<file path="config.mk">
export PLATFORM = sky130hd
export DESIGN_NAME = client_tx_sender_flat
export DESIGN_NICKNAME = d
export VERILOG_FILES = /design/src/rtl/client_tx_sender_pkg.sv /design/src/rtl/client_tx_sender_if.sv /design/src/rtl/client_tx_retry_cnt.sv /design/src/rtl/client_tx_sender.sv /design/src/flat_wrapper.sv
export SDC_FILE = /design/constraint.sdc
export NUM_CORES = 1
export LEC_CHECK = 0
export ABC_AREA = 1
export CAP_MARGIN = 20
export CORE_MARGIN = 4
export CORE_UTILIZATION = 30
export CTS_CLUSTER_DIAMETER = 150
export DETAILED_ROUTE_END_ITERATION = 10
export SLEW_MARGIN = 5
export SYNTH_ARGS = -nofsm -noshare
export SYNTH_HDL_FRONTEND = slang
export SYNTH_SLANG_ARGS = --single-unit
export TNS_END_PERCENT = 1
</file>
<file path="constraint.sdc">
create_clock -name txcoreclk -period 1.5 [get_ports txcoreclk]
set_input_delay 0.3 -clock txcoreclk [delete_from_list [all_inputs] [get_ports txcoreclk]]
set_output_delay 0.3 -clock txcoreclk [all_outputs]
set_load 0.02 [all_outputs]
</file>
<file path="src/rtl/client_tx_sender_pkg.sv">
// Shared types and defaults for the client TX sender.
// State encoding plus default IFG, retry and length-width constants.
package client_tx_sender_pkg;

  localparam logic [7:0] IFG_DELAY_DEF = 8'd12;
  localparam int         MAX_RETRY_DEF = 15;
  localparam int         LEN_W_DEF     = 11;

  typedef enum logic [2:0] {
    IDLE     = 3'd0,
    PREFETCH = 3'd1,
    WAIT_ACK = 3'd2,
    STREAM   = 3'd3,
    GAP      = 3'd4
  } state_e;

endpackage

</file>
<file path="src/rtl/client_tx_sender_if.sv">
// Frame-source, frame-buffer and MAC client signals of the TX sender.
// master = sender side, slave = source/buffer/MAC side.
interface client_tx_sender_if #(
  parameter int LEN_W = 11
) ();

  logic             frm_valid;
  logic [LEN_W-1:0] frm_len;
  logic             frm_abort;
  logic             frm_start;
  logic             frm_done;
  logic             frm_drop;
  logic [LEN_W-1:0] buf_addr;
  logic [7:0]       buf_data;
  logic [7:0]       clientemactxd;
  logic             clientemactxdvld;
  logic             emacclienttxack;
  logic             clientemactxunderrun;
  logic             emacclienttxcollision;
  logic             emacclienttxretransmit;
  logic [7:0]       clientemactxifgdelay;

  modport master (
    input  frm_valid, frm_len, frm_abort,
    input  buf_data,
    input  emacclienttxack,
    input  emacclienttxcollision,
    input  emacclienttxretransmit,
    output frm_start, frm_done, frm_drop,
    output buf_addr,
    output clientemactxd, clientemactxdvld,
    output clientemactxunderrun,
    output clientemactxifgdelay
  );

  modport slave (
    output frm_valid, frm_len, frm_abort,
    output buf_data,
    output emacclienttxack,
    output emacclienttxcollision,
    output emacclienttxretransmit,
    input  frm_start, frm_done, frm_drop,
    input  buf_addr,
    input  clientemactxd, clientemactxdvld,
    input  clientemactxunderrun,
    input  clientemactxifgdelay
  );

endinterface

</file>
<file path="src/rtl/client_tx_retry_cnt.sv">
// Per-frame retransmission counter.
// Saturates at MAX_RETRY and flags when the limit is reached.
module client_tx_retry_cnt #(
  parameter int MAX_RETRY = 15,
  parameter int W = (MAX_RETRY > 0) ? $clog2(MAX_RETRY + 1) : 1
) (
  input  logic clk_i,
  input  logic rst_i,
  input  logic clr_i,
  input  logic inc_i,
  output logic at_max_o
);

  logic [W-1:0] cnt_q, cnt_d;

  assign at_max_o = (cnt_q == W'(MAX_RETRY));

  // next count: clear on new frame, bump on retransmit
  always_comb begin
    cnt_d = cnt_q;
    if (clr_i) begin
      cnt_d = '0;
    end else if (inc_i && !at_max_o) begin
      cnt_d = cnt_q + W'(1);
    end
  end

  // count register
  always_ff @(posedge clk_i) begin
    if (rst_i) begin
      cnt_q <= '0;
    end else begin
      cnt_q <= cnt_d;
    end
  end

endmodule

</file>
<file path="src/rtl/client_tx_sender.sv">
// Streams frames from a byte buffer to an Ethernet MAC client port.
// Handles ack wait, collision retransmit, abort underrun and drop.
module client_tx_sender
  import client_tx_sender_pkg::*;
#(
  parameter logic [7:0] IFG_DELAY = IFG_DELAY_DEF,
  parameter int         MAX_RETRY = MAX_RETRY_DEF,
  parameter int         LEN_W     = LEN_W_DEF
) (
  input logic                txcoreclk,
  input logic                reset,
  client_tx_sender_if.master tx
);

  state_e           state_q, state_d;
  logic [LEN_W-1:0] len_q, len_d;
  logic [LEN_W-1:0] addr_q, addr_d;
  logic [7:0]       txd_q, txd_d;
  logic             dvld_q, dvld_d;
  logic             undr_q, undr_d;
  logic             start_q, start_d;
  logic             done_q, done_d;
  logic             drop_q, drop_d;
  logic             rc_clr, rc_inc, rc_max;
  logic             last;

  client_tx_retry_cnt #(
    .MAX_RETRY(MAX_RETRY)
  ) u_retry (
    .clk_i   (txcoreclk),
    .rst_i   (reset),
    .clr_i   (rc_clr),
    .inc_i   (rc_inc),
    .at_max_o(rc_max)
  );

  // buf_addr runs one ahead of the byte on the bus,
  // so the byte on the bus is the last one when it equals len
  assign last = (addr_q == len_q);

  // next-state and registered-output decode
  always_comb begin
    state_d = state_q;
    len_d   = len_q;
    addr_d  = addr_q;
    txd_d   = txd_q;
    dvld_d  = dvld_q;
    undr_d  = 1'b0;
    start_d = 1'b0;
    done_d  = 1'b0;
    drop_d  = 1'b0;
    rc_clr  = 1'b0;
    rc_inc  = 1'b0;
    unique case (state_q)
      IDLE: begin
        dvld_d = 1'b0;
        txd_d  = '0;
        addr_d = '0;
        // drop_q guard: the source needs a cycle to
        // withdraw a rejected zero-length request
        if (tx.frm_valid && !drop_q) begin
          if (tx.frm_len == '0) begin
            drop_d = 1'b1;
          end else begin
            start_d = 1'b1;
            len_d   = tx.frm_len;
            rc_clr  = 1'b1;
            state_d = PREFETCH;
          end
        end
      end
      PREFETCH: begin
        txd_d   = tx.buf_data;
        dvld_d  = 1'b1;
        addr_d  = LEN_W'(1);
        state_d = WAIT_ACK;
      end
      WAIT_ACK, STREAM: begin
        if (undr_q) begin
          dvld_d  = 1'b0;
          txd_d   = '0;
          addr_d  = '0;
          drop_d  = 1'b1;
          state_d = IDLE;
        end else if (tx.emacclienttxcollision) begin
          dvld_d = 1'b0;
          txd_d  = '0;
          addr_d = '0;
          if (tx.emacclienttxretransmit && !rc_max) begin
            rc_inc  = 1'b1;
            state_d = GAP;
          end else begin
            drop_d  = 1'b1;
            state_d = IDLE;
          end
        end else if (tx.frm_abort) begin
          undr_d = 1'b1;
        end else if (state_q == STREAM ||
                     tx.emacclienttxack) begin
          if (last) begin
            dvld_d  = 1'b0;
            txd_d   = '0;
            addr_d  = '0;
            done_d  = 1'b1;
            state_d = IDLE;
          end else begin
            txd_d   = tx.buf_data;
            addr_d  = addr_q + LEN_W'(1);
            state_d = STREAM;
          end
        end
      end
      GAP: begin
        dvld_d  = 1'b0;
        txd_d   = '0;
        addr_d  = '0;
        state_d = PREFETCH;
      end
      default: begin
        state_d = IDLE;
      end
    endcase
  end

  // state and output registers
  always_ff @(posedge txcoreclk) begin
    if (reset) begin
      state_q <= IDLE;
      len_q   <= '0;
      addr_q  <= '0;
      txd_q   <= '0;
      dvld_q  <= 1'b0;
      undr_q  <= 1'b0;
      start_q <= 1'b0;
      done_q  <= 1'b0;
      drop_q  <= 1'b0;
    end else begin
      state_q <= state_d;
      len_q   <= len_d;
      addr_q  <= addr_d;
      txd_q   <= txd_d;
      dvld_q  <= dvld_d;
      undr_q  <= undr_d;
      start_q <= start_d;
      done_q  <= done_d;
      drop_q  <= drop_d;
    end
  end

  assign tx.frm_start            = start_q;
  assign tx.frm_done             = done_q;
  assign tx.frm_drop             = drop_q;
  assign tx.buf_addr             = addr_q;
  assign tx.clientemactxd        = txd_q;
  assign tx.clientemactxdvld     = dvld_q;
  assign tx.clientemactxunderrun = undr_q;
  assign tx.clientemactxifgdelay = IFG_DELAY;

endmodule

</file>
<file path="src/flat_wrapper.sv">
// flat-port wrapper written by rule: the top's interface ports become plain ports
module client_tx_sender_flat import client_tx_sender_pkg::*;
#(
  parameter logic [7:0] IFG_DELAY = IFG_DELAY_DEF,
  parameter int         MAX_RETRY = MAX_RETRY_DEF,
  parameter int         LEN_W     = LEN_W_DEF
)
  (txcoreclk, reset, tx_frm_valid, tx_frm_len, tx_frm_abort, tx_buf_data, tx_emacclienttxack, tx_emacclienttxcollision, tx_emacclienttxretransmit, tx_frm_start, tx_frm_done, tx_frm_drop, tx_buf_addr, tx_clientemactxd, tx_clientemactxdvld, tx_clientemactxunderrun, tx_clientemactxifgdelay);
  client_tx_sender_if #(.LEN_W(LEN_W)) tx_i ();
  input logic txcoreclk;
  input logic reset;
  input wire logic [$bits(tx_i.frm_valid)-1:0] tx_frm_valid;
  input wire logic [$bits(tx_i.frm_len)-1:0] tx_frm_len;
  input wire logic [$bits(tx_i.frm_abort)-1:0] tx_frm_abort;
  input wire logic [$bits(tx_i.buf_data)-1:0] tx_buf_data;
  input wire logic [$bits(tx_i.emacclienttxack)-1:0] tx_emacclienttxack;
  input wire logic [$bits(tx_i.emacclienttxcollision)-1:0] tx_emacclienttxcollision;
  input wire logic [$bits(tx_i.emacclienttxretransmit)-1:0] tx_emacclienttxretransmit;
  output wire logic [$bits(tx_i.frm_start)-1:0] tx_frm_start;
  output wire logic [$bits(tx_i.frm_done)-1:0] tx_frm_done;
  output wire logic [$bits(tx_i.frm_drop)-1:0] tx_frm_drop;
  output wire logic [$bits(tx_i.buf_addr)-1:0] tx_buf_addr;
  output wire logic [$bits(tx_i.clientemactxd)-1:0] tx_clientemactxd;
  output wire logic [$bits(tx_i.clientemactxdvld)-1:0] tx_clientemactxdvld;
  output wire logic [$bits(tx_i.clientemactxunderrun)-1:0] tx_clientemactxunderrun;
  output wire logic [$bits(tx_i.clientemactxifgdelay)-1:0] tx_clientemactxifgdelay;
  assign tx_i.frm_valid = tx_frm_valid;
  assign tx_i.frm_len = tx_frm_len;
  assign tx_i.frm_abort = tx_frm_abort;
  assign tx_i.buf_data = tx_buf_data;
  assign tx_i.emacclienttxack = tx_emacclienttxack;
  assign tx_i.emacclienttxcollision = tx_emacclienttxcollision;
  assign tx_i.emacclienttxretransmit = tx_emacclienttxretransmit;
  assign tx_frm_start = tx_i.frm_start;
  assign tx_frm_done = tx_i.frm_done;
  assign tx_frm_drop = tx_i.frm_drop;
  assign tx_buf_addr = tx_i.buf_addr;
  assign tx_clientemactxd = tx_i.clientemactxd;
  assign tx_clientemactxdvld = tx_i.clientemactxdvld;
  assign tx_clientemactxunderrun = tx_i.clientemactxunderrun;
  assign tx_clientemactxifgdelay = tx_i.clientemactxifgdelay;
  client_tx_sender #(.IFG_DELAY(IFG_DELAY), .MAX_RETRY(MAX_RETRY), .LEN_W(LEN_W)) u_core (.txcoreclk(txcoreclk), .reset(reset), .tx(tx_i));
endmodule
</file>
== Word-level counts from Yosys, hierarchy flattened ==
Index checks and enable logic that the tools add are counted.

* Register bits: 42
* Bits of input ports: 26
* Output and inout bits: 32

* Add/sub/neg operators: 2
* Eq/ne operators: 11
* Muxes and demuxes: 42
* Bitwise gates (word level): 3
* Reduce and logical (&&, ||, !) cells: 18

{| class="wikitable"
|+ Operator list
! operator !! count
|-
| two-way mux 11 bit || 5
|-
| two-way mux 8 bit || 5
|-
| case mux 11 bit (3 select lines) || 1
|-
| case mux 8 bit (3 select lines) || 1
|-
| two-way mux 3 bit || 7
|-
| two-way mux 1 bit || 19
|-
| case mux 3 bit (4 select lines) || 1
|-
| adder 11 x 1 -> 11 bit, second input constant || 1
|-
| equality test 11 bit || 1
|-
| logical NOT 11 bit || 1
|-
| != test 4 x 2 -> 1 bit, second input constant || 2
|-
| AND reduction 4 bit || 2
|-
| equality test 3 x 2 -> 1 bit, second input constant || 2
|-
| AND reduction 3 bit || 2
|-
| OR reduction 2 bit || 3
|-
| OR reduction 6 bit || 1
|-
| adder 4 x 1 -> 4 bit, second input constant || 1
|-
| equality test 4 bit, second input constant || 1
|-
| != test 4 x 3 -> 1 bit, second input constant || 1
|-
| OR reduction 4 bit || 1
|-
| equality test 3 x 1 -> 1 bit, second input constant || 1
|-
| equality test 3 bit, second input constant || 1
|-
| logical AND 1 bit || 3
|-
| logical NOT 3 bit || 1
|-
| other kinds (9) || 12
|}

== Depth between registers and ports, before layout ==
Gate-level depths: netlist of the first run.

* Word-level depth: 8
* Depth in mapped cells: 12
* Gate-level depth less buffers: 11

== Modules after synthesis ==
A second synthesis of the first run with hierarchy kept.

* Cells, all modules: 315
* Area, all modules: 2155.8 sq um

{| class="wikitable"
|+ Modules (own cells, without submodules)
! module !! instances !! cells an instance !! area an instance (sq um)
|-
| client_tx_sender || 1 || 286 || 1955.6
|-
| client_tx_retry_cnt || 1 || 29 || 200.2
|}

== Least setup slack after synthesis of the first run ==
OpenSTA, ideal clock, no wires.

* Path kind: flip-flop to flip-flop
* Start: register u_core.addr_q[1] (netlist: u_core.tx.buf_addr[1])
* End: register u_core.addr_q[10] (netlist: u_core.tx.buf_addr[10])
* Arrival: 1.405 ns
* Data required time: 1.383 ns
* Setup slack: -0.022 ns
* Cell stages (with the launch flop): 9
* Buffers on the path: 0
* Period minus slack after synthesis: 1.522 ns
* Cells stage by stage: dfxtp_1 -> ha_1 -> nand3_1 -> nor2_2 -> nand4_1 -> nor2_1 -> nand2_1 -> xor2_1 -> nor2_1

* Longest elaborated chain between the ends: 7
* Elaborated cells on any way between the ends: 8
* Classes of those cells: 1 x add/sub; 1 x eq/ne; 6 x mux

{| class="wikitable"
|+ Ends and longest elaborated chain
! what !! line !! text
|-
| start: declaration || client_tx_sender.sv:17 || <nowiki>logic [LEN_W-1:0] addr_q, addr_d;</nowiki>
|-
| start signal: assignment || client_tx_sender.sv:140 || <nowiki>addr_q <= addr_d;</nowiki>
|-
| adder 11 x 1 -> 11 bit / equality test 11 bit (equally long branches) || client_tx_sender.sv:108, client_tx_sender.sv:39 ||
|-
| two-way mux 11 bit (*) || client_tx_sender.sv:100 || <nowiki>if (last) begin</nowiki>
|-
| two-way mux 11 bit (*) || client_tx_sender.sv:98 || <nowiki>end else if (state_q == STREAM ||</nowiki>
|-
| two-way mux 11 bit (*) || client_tx_sender.sv:96 || <nowiki>end else if (tx.frm_abort) begin</nowiki>
|-
| two-way mux 11 bit (*) || client_tx_sender.sv:85 || <nowiki>end else if (tx.emacclienttxcollision) begin</nowiki>
|-
| two-way mux 11 bit (*) || client_tx_sender.sv:79 || <nowiki>if (undr_q) begin</nowiki>
|-
| case mux 11 bit (3 select lines) (*) || client_tx_sender.sv:54 || <nowiki>unique case (state_q)</nowiki>
|}

Every way passes the cells marked *; elsewhere a longest branch is shown, timed or not. The select of a mux whose other input is x is not followed.
A chain may end at the register's enable or synchronous reset.

== Worst setup path after layout of the first run ==
* Start: register u_core.undr_q (netlist: u_core.tx.clientemactxunderrun)
* End: register u_core.addr_q[6] (netlist: u_core.tx.buf_addr[6])

* Longest elaborated chain between the ends: 2
* Elaborated cells on any way between the ends: 5
* Classes of those cells: 2 x eq/ne; 2 x mux; 1 x reduce/logical

{| class="wikitable"
|+ Ends and longest elaborated chain
! what !! line !! text
|-
| start: declaration || client_tx_sender.sv:20 || <nowiki>logic undr_q, undr_d;</nowiki>
|-
| start signal: assignment || client_tx_sender.sv:143 || <nowiki>undr_q <= undr_d;</nowiki>
|-
| != test 4 x 2 -> 1 bit (no line), or another cell as far along || n/a ||
|-
| AND reduction 3 bit (no line) / case mux 11 bit (3 select lines) (equally long branches) || n/a ||
|}

Parallel ways exist; a longest one is shown, timed or not.

==> results of run 1 <==
[power by group through the flow]
stage	clock, mW	sequential (mW)	combinational, mW
after floorplan	0	1.47	0.633
after global placement	0	1.39	1.19
after detailed placement	0	1.40	1.21
after CTS	0.796	1.37	1.17
after global routing	0.850	1.40	1.39
final	0.771	1.38	1.24
[registers in the layout, summed over array words and instances, names as in the netlist]
name                            count
u_core.tx.frm_done                  1
u_core.tx.frm_start                 1
u_core.state_q                      3
u_core.tx.frm_drop                  1
u_core.len_q                       11
u_core.tx.clientemactxd             8
u_core.u_retry.cnt_q                4
u_core.tx.clientemactxdvld          1
u_core.tx.clientemactxunderrun      1
u_core.tx.buf_addr                 11
[cell families after synthesis]
kind of cell,after synthesis
AND/OR/NAND/NOR,155
buffers and inverters,59
flip-flops,42
AO/OA/AOI/OAI,30
XOR/XNOR,9
adder cells (fa/ha/maj),2
other,2
[routing by layer]
| layer | wire (um) | share of wire, % | track usage [%] | up-vias |
|---|---|---|---|---|
| met5 | 0 | 0 | 0 | - |
| met4 | 67 | 1.2 | 3.71 | 0 |
| met3 | 328 | 6.1 | 4.51 | 5 |
| met2 | 2400 | 45 | 21.5 | 46 |
| met1 | 2580 | 48 | 17.6 | 933 |
| li1 | - | - | - | 1102 |
[layout make-up]
class / instances / share of cell area [%]
Clock buffer: 7 / 2.78
Clock inverter: 1 / 0.161
Inverter: 46 / 5.72
Multi-Input combinational cell: 204 / 35.7
Sequential cell: 42 / 27.6
Tap cell: 96 / 3.87
Timing Repair Buffer: 86 / 24.2
[critical path, stage by stage, from the launching register on]
cell	delay [ps]
dfxtp_2	330
or2_4	260
nor2_4	190
nand2_4	80
nand2_4	90
inv_6	70
buf_4	150
nand3_1	60
nand3_1	70
nor2_1	130
[cell usage in the layout, fill, tap and decap left out, types with 9 or more instances in the layout]
cell type,count
nand2_1,54
inv_1,44
buf_4,36
dfxtp_1,32
nor2_1,30
nand3_1,25
clkdlybuf4s50_1,24
dlygate4sd2_1,24
a21oi_1,9
dfxtp_2,9
[through the flow]
step	cell area, um2	power, mW	TNS, ps
after floorplan	2140	2.11	0
after global placement	2940	2.59	-8190
after detailed placement	2940	2.61	-9400
after CTS	3010	3.33	-43.1
after global routing	3100	3.65	-644
final	3100	3.39	-7.75
[Yosys cell counts (all sizes together)]
cell	n
o22ai	6
conb	2
nand3b	1
o21bai	2
a21oi	9
ha	2
and3	1
nor4	1
or2	10
xor2	4
nand3	29
inv	46
nor2	40
nor3	3
o21ai	13
nand2	62
xnor2	5
clkbuf	3
nand4	8
dfxtp	42
buf	10
[worst min path at each step]
stage                            endpoint  slack (ps)  cells past startpoint
2_1_floorplan            u_core.len_q[10]         400                      2
3_3_place_gp            u_core.state_q[0]         460                      2
3_5_place_dp            u_core.state_q[0]         460                      2
4_1_cts                 u_core.state_q[0]         470                      2
5_1_grt        u_core.tx.clientemactxdvld         510                      2
6_report                u_core.state_q[0]         470                      2
[what timing repair did]
item | CTS | global route
pin swaps | 1 | 5
endpoints found under the hold margin | 0 | 0
hold buffers | 0 | 0
setup buffers | 0 | 1
setup endpoints to repair | 43 | 37
gates resized for setup | 30 | 28
==> impl_metrics.ini, run 1 <==
[logic_synthesis]
yosys.area_share.simple_pct = 34.2
ys_warn_count = 0
synthCells = 299
synth_cell_types = 33
synth_area_um2 = 2120
post-synth-top-area-cell = dfxtp_1
ys_top_cells_by_area = dfxtp_1, nand2_1, inv_1
synth_top_family_by_area = simple AND/OR/NAND/NOR gates
synth_compound_area_share_pct = 7.86
synth_seq_cells = 42
avgSynthCellArea_um2 = 7.08
synth_mux_area_share_pct = 0
synthAdderAreaFrac_pct = 1.18
synth_xor_area_share_pct = 3.72
seq_area_frac_synth_pct = 39.7
yosys.area.top_type_share_pct = 39.7

[sta]
fmax_mhz = 663
skew_ps = 6.38
drv_slew = 0
hold_ws_ps = 470
finalHoldViolations = 0
period_minus_slack_ps = 1510
worst_slack_ps = -7.75
finalCritPeriodShare_pct = 101
rsz0062_at_grt = yes
finalSetupViolCount = 1

[die]
core_area_um2 = 6830
io_pins = 58
fp-row-count = 30
die_area_um2 = 8460
die_x_um = 92.0
die_h_um = 92.0
start_util_pct = 31.0

[clock_network]
clk_latency_ps = 300
clkTransAtPathRegs_ps = 80
cts_sinks = 42
ctsRootBufferMaster = clkbuf_8
cts_tree = built
htree_levels = 2
cts.path.max_buffers = 2
numCtsBuffers = 5

[global_route]
overflow = 0
grt_pass1_wl_um = 9250
grtUsageTotal_pct = 13.5
grt_antenna_before_repair = 0
grt_max_degree = 14
grt_pass1_vias = 2040

[power_and_ir_drop]
power_frac_comb_pct = 36.6
p_switching_mw = 1.22
p_seq_share_pct = 40.7
vdd_drop_max_v = 0.000501
switching_share_pct = 35.9
power.density_nw_per_um2 = 1090
clock_power_share_pct = 22.7
p_int_mw = 2.18
leakage_nw = 1.50

[worst_setup_path]
critPathLaunch = u_core.tx.clientemactxunderrun
crit_path_max_fanout = 12
endpoint = u_core.tx.buf_addr[6]
worstPathArrival_ps = 1740
rr_startpoint = u_core.tx.clientemactxunderrun
cp-end-kind = flip-flop
regToRegEndpoint = u_core.tx.buf_addr[6]
critPathRequiredTime_ps = 1730
r2r_slack_ps = -8
crit_type = flip-flop to flip-flop
worst_setup_path_start_kind = flip-flop
reg2regPathDepth = 9

[routing]
drc = 0
drtIter0Drc = 95
wl_um = 5380
drt-vias-per-instance = 4.33
vias = 2086
wl_per_cell_um = 11.2
dr.pass1.iters = 4
drtAntennaViolNets = 0

[place]
port_buffers = 49
dp_slack_ps = -358
hpwl_um = 4240
dpl.cell_count = 473
place_congestion = 0.869

[worst_hold_path]
hp-class = flip-flop to flip-flop
min_from = u_core.state_q[0]

[cells_and_area]
drive_above_1_share_pct = 22.8
multi_input_comb_area_um2 = 1110
syn2layout_area_growth_pct = 46.6
nets = 413
n_fill_cell = 714
diodes = 0
regArea_um2 = 856
fin_cells = 482
fin_util_pct = 45.4

[outcome]
violations = negative setup slack
status = complete, but fails checks

[flow_run]
drv_cap = 0
No activity file was read; power rests on OpenSTA's default activity.
==> run 2, diff against run 1 <==
--- a/config.mk
+++ b/config.mk
@@ -7,7 +7,7 @@
 export LEC_CHECK = 0
 export ABC_AREA = 1
 export CAP_MARGIN = 20
-export CORE_MARGIN = 4
+export CORE_MARGIN = 1
 export CORE_UTILIZATION = 30
 export CTS_CLUSTER_DIAMETER = 150
 export DETAILED_ROUTE_END_ITERATION = 10
==> constraint.sdc (replaced) <==
create_clock -name txcoreclk -period 1.53 [get_ports txcoreclk]
set_input_delay 0.306 -clock txcoreclk [delete_from_list [all_inputs] [get_ports txcoreclk]]
set_output_delay 0.306 -clock txcoreclk [all_outputs]
set_load 0.02 [all_outputs]
==> run 2 against run 1 <==
Against the previous run:
- the run now ends clean
- fmax is 1.5% higher
- global-route usage up 1.7 points
- combinational power rose by 5%
==> impl_metrics.ini, run 2 (synthesized netlist as in run 1, its figures left out) <==
[outcome]
status = complete, no violations

[global_route]
grt_max_degree = 19
grtUsageTotal_pct = 15.2
grt_pass1_wl_um = 8850
grt_antenna_before_repair = 0
grt_pass1_vias = 1985
overflow = 0

[die]
start_util_pct = 31.2
die_h_um = 86.0
io_pins = 58
fp-row-count = 30
die_x_um = 86.0
die_area_um2 = 7400
core_area_um2 = 6790

[routing]
wl_um = 5470
drtAntennaViolNets = 0
dr.pass1.iters = 4
vias = 2117
drtIter0Drc = 56
wl_per_cell_um = 11.3
drc = 0
drt-vias-per-instance = 4.38

[flow_run]
drv_cap = 0

[sta]
finalSetupTns_ps = 0
fmax_mhz = 673
finalHoldViolations = 0
finalCritPeriodShare_pct = 97.1
skew_ps = 17.6
finalSetupViolCount = 0
period_minus_slack_ps = 1490
drv_slew = 0
rsz0062_at_grt = yes

[worst_setup_path]
cp-end-kind = flip-flop
crit_type = flip-flop to flip-flop
crit_chain = buf_6, xnor2_2, nand2_1, nor2_1, nand3_2, nand2_4, nand3_4, nand2_4, nor2_2
slowest_delay_ps = 370
path_common_cell = nand2_4
critPathRequiredTime_ps = 1720
cp_num_buf_inv = 1
worstPathArrival_ps = 1680
crit_path_max_fanout = 8
cp_slowest_cell = dfxtp_4
worst_setup_path_start_kind = flip-flop
crit_family = simple AND/OR/NAND/NOR gates

[cells_and_area]
nets = 415
layout_common_cells = nand2_1, inv_1, buf_4
layout_commonest_cell = nand2_1
syn2layout_area_growth_pct = 51.1
fin_area_um2 = 3200
diodes = 0
fin_cells = 483
drive_above_1_share_pct = 24.0
fin_util_pct = 47.1
n_fill_cell = 699

[place]
hpwl_um = 4110
dpl.cell_count = 471
port_buffers = 49
dpl-instance-area_um2 = 2910
place_congestion = 0.834

[clock_network]
cts.path.max_buffers = 2
cts_tree = built
clk_latency_ps = 300
cts_hold_buffers = 0
numCtsBuffers = 5
htree_levels = 2
cts_sinks = 42
clkTransAtPathRegs_ps = 90
ctsRootBufferMaster = clkbuf_8

[worst_hold_path]
hp-class = input port to flip-flop

[power_and_ir_drop]
power.density_nw_per_um2 = 1120
leakage_nw = 1.56
vdd_drop_max_v = 0.000559
[run 2: changes by cell type in the layout (fill, tap and decap cells not counted), moves of 3 or more]
cell / before / now
nand2_2: 2 / 5
buf_6: 0 / 3
dfxtp_2: 9 / 4
nand2_1: 54 / 51
dlymetal6s2s_1: 0 / 4
dfxtp_1: 32 / 35
[run 2: timing repair]
action,in CTS,in global routing
pin swaps,0,20
buffers inserted,0,5
setup endpoints to repair,28,35
resized for setup,23,49
[run 2: area by class of cell]
class	instances	area [um2]	area share, %
Inverter	46	180	5.63
Multi-Input combinational cell	204	1150	36.0
Tap cell	96	120	3.76
Timing Repair Buffer	88	777	24.3
Sequential cell	42	857	26.8
Clock inverter	1	30.0	0.939
Clock buffer	6	82.6	2.58
[run 2: final timing paths]
kind,slack (ps),from,cells after the start,to
max,40,u_core.tx.buf_addr[1],9,u_core.tx.clientemactxd[7]
min,440,tx_emacclienttxcollision,5,u_core.tx.clientemactxunderrun
max reg2reg,40,u_core.tx.buf_addr[1],9,u_core.tx.clientemactxd[7]
min reg2reg,480,u_core.u_retry.cnt_q[3],2,u_core.u_retry.cnt_q[3]
[run 2: per-layer routing]
layer	global-route usage (%)	vias to the layer above	wire length (um)
met5	0	-	0
met4	5.00	0	68
met3	2.79	7	247
met2	25.3	54	2560
met1	19.9	952	2600
li1	-	1104	-
[run 2: tightest hold or removal path, delay by kind of cell]
kind / cells / cell delay, ps
and+or+nand+nor: 3 / 230
buffers and inverters: 2 / 160
[run 2: metrics by stage]
stage	power (mW)	hold WS, ps	worst slack [ps]
after CTS	3.40	468	-20.7
after detailed placement	2.54	455	-334
after global placement	2.53	452	-294
final	3.57	440	44.3
after global routing	3.79	485	-49.7
after floorplan	2.06	409	8.01
[run 2: report_power, final]
part           switching, mW  total [mW]  internal, mW
Combinational          0.752        1.30         0.546
Clock                  0.391       0.914         0.523
Sequential             0.102        1.36          1.26
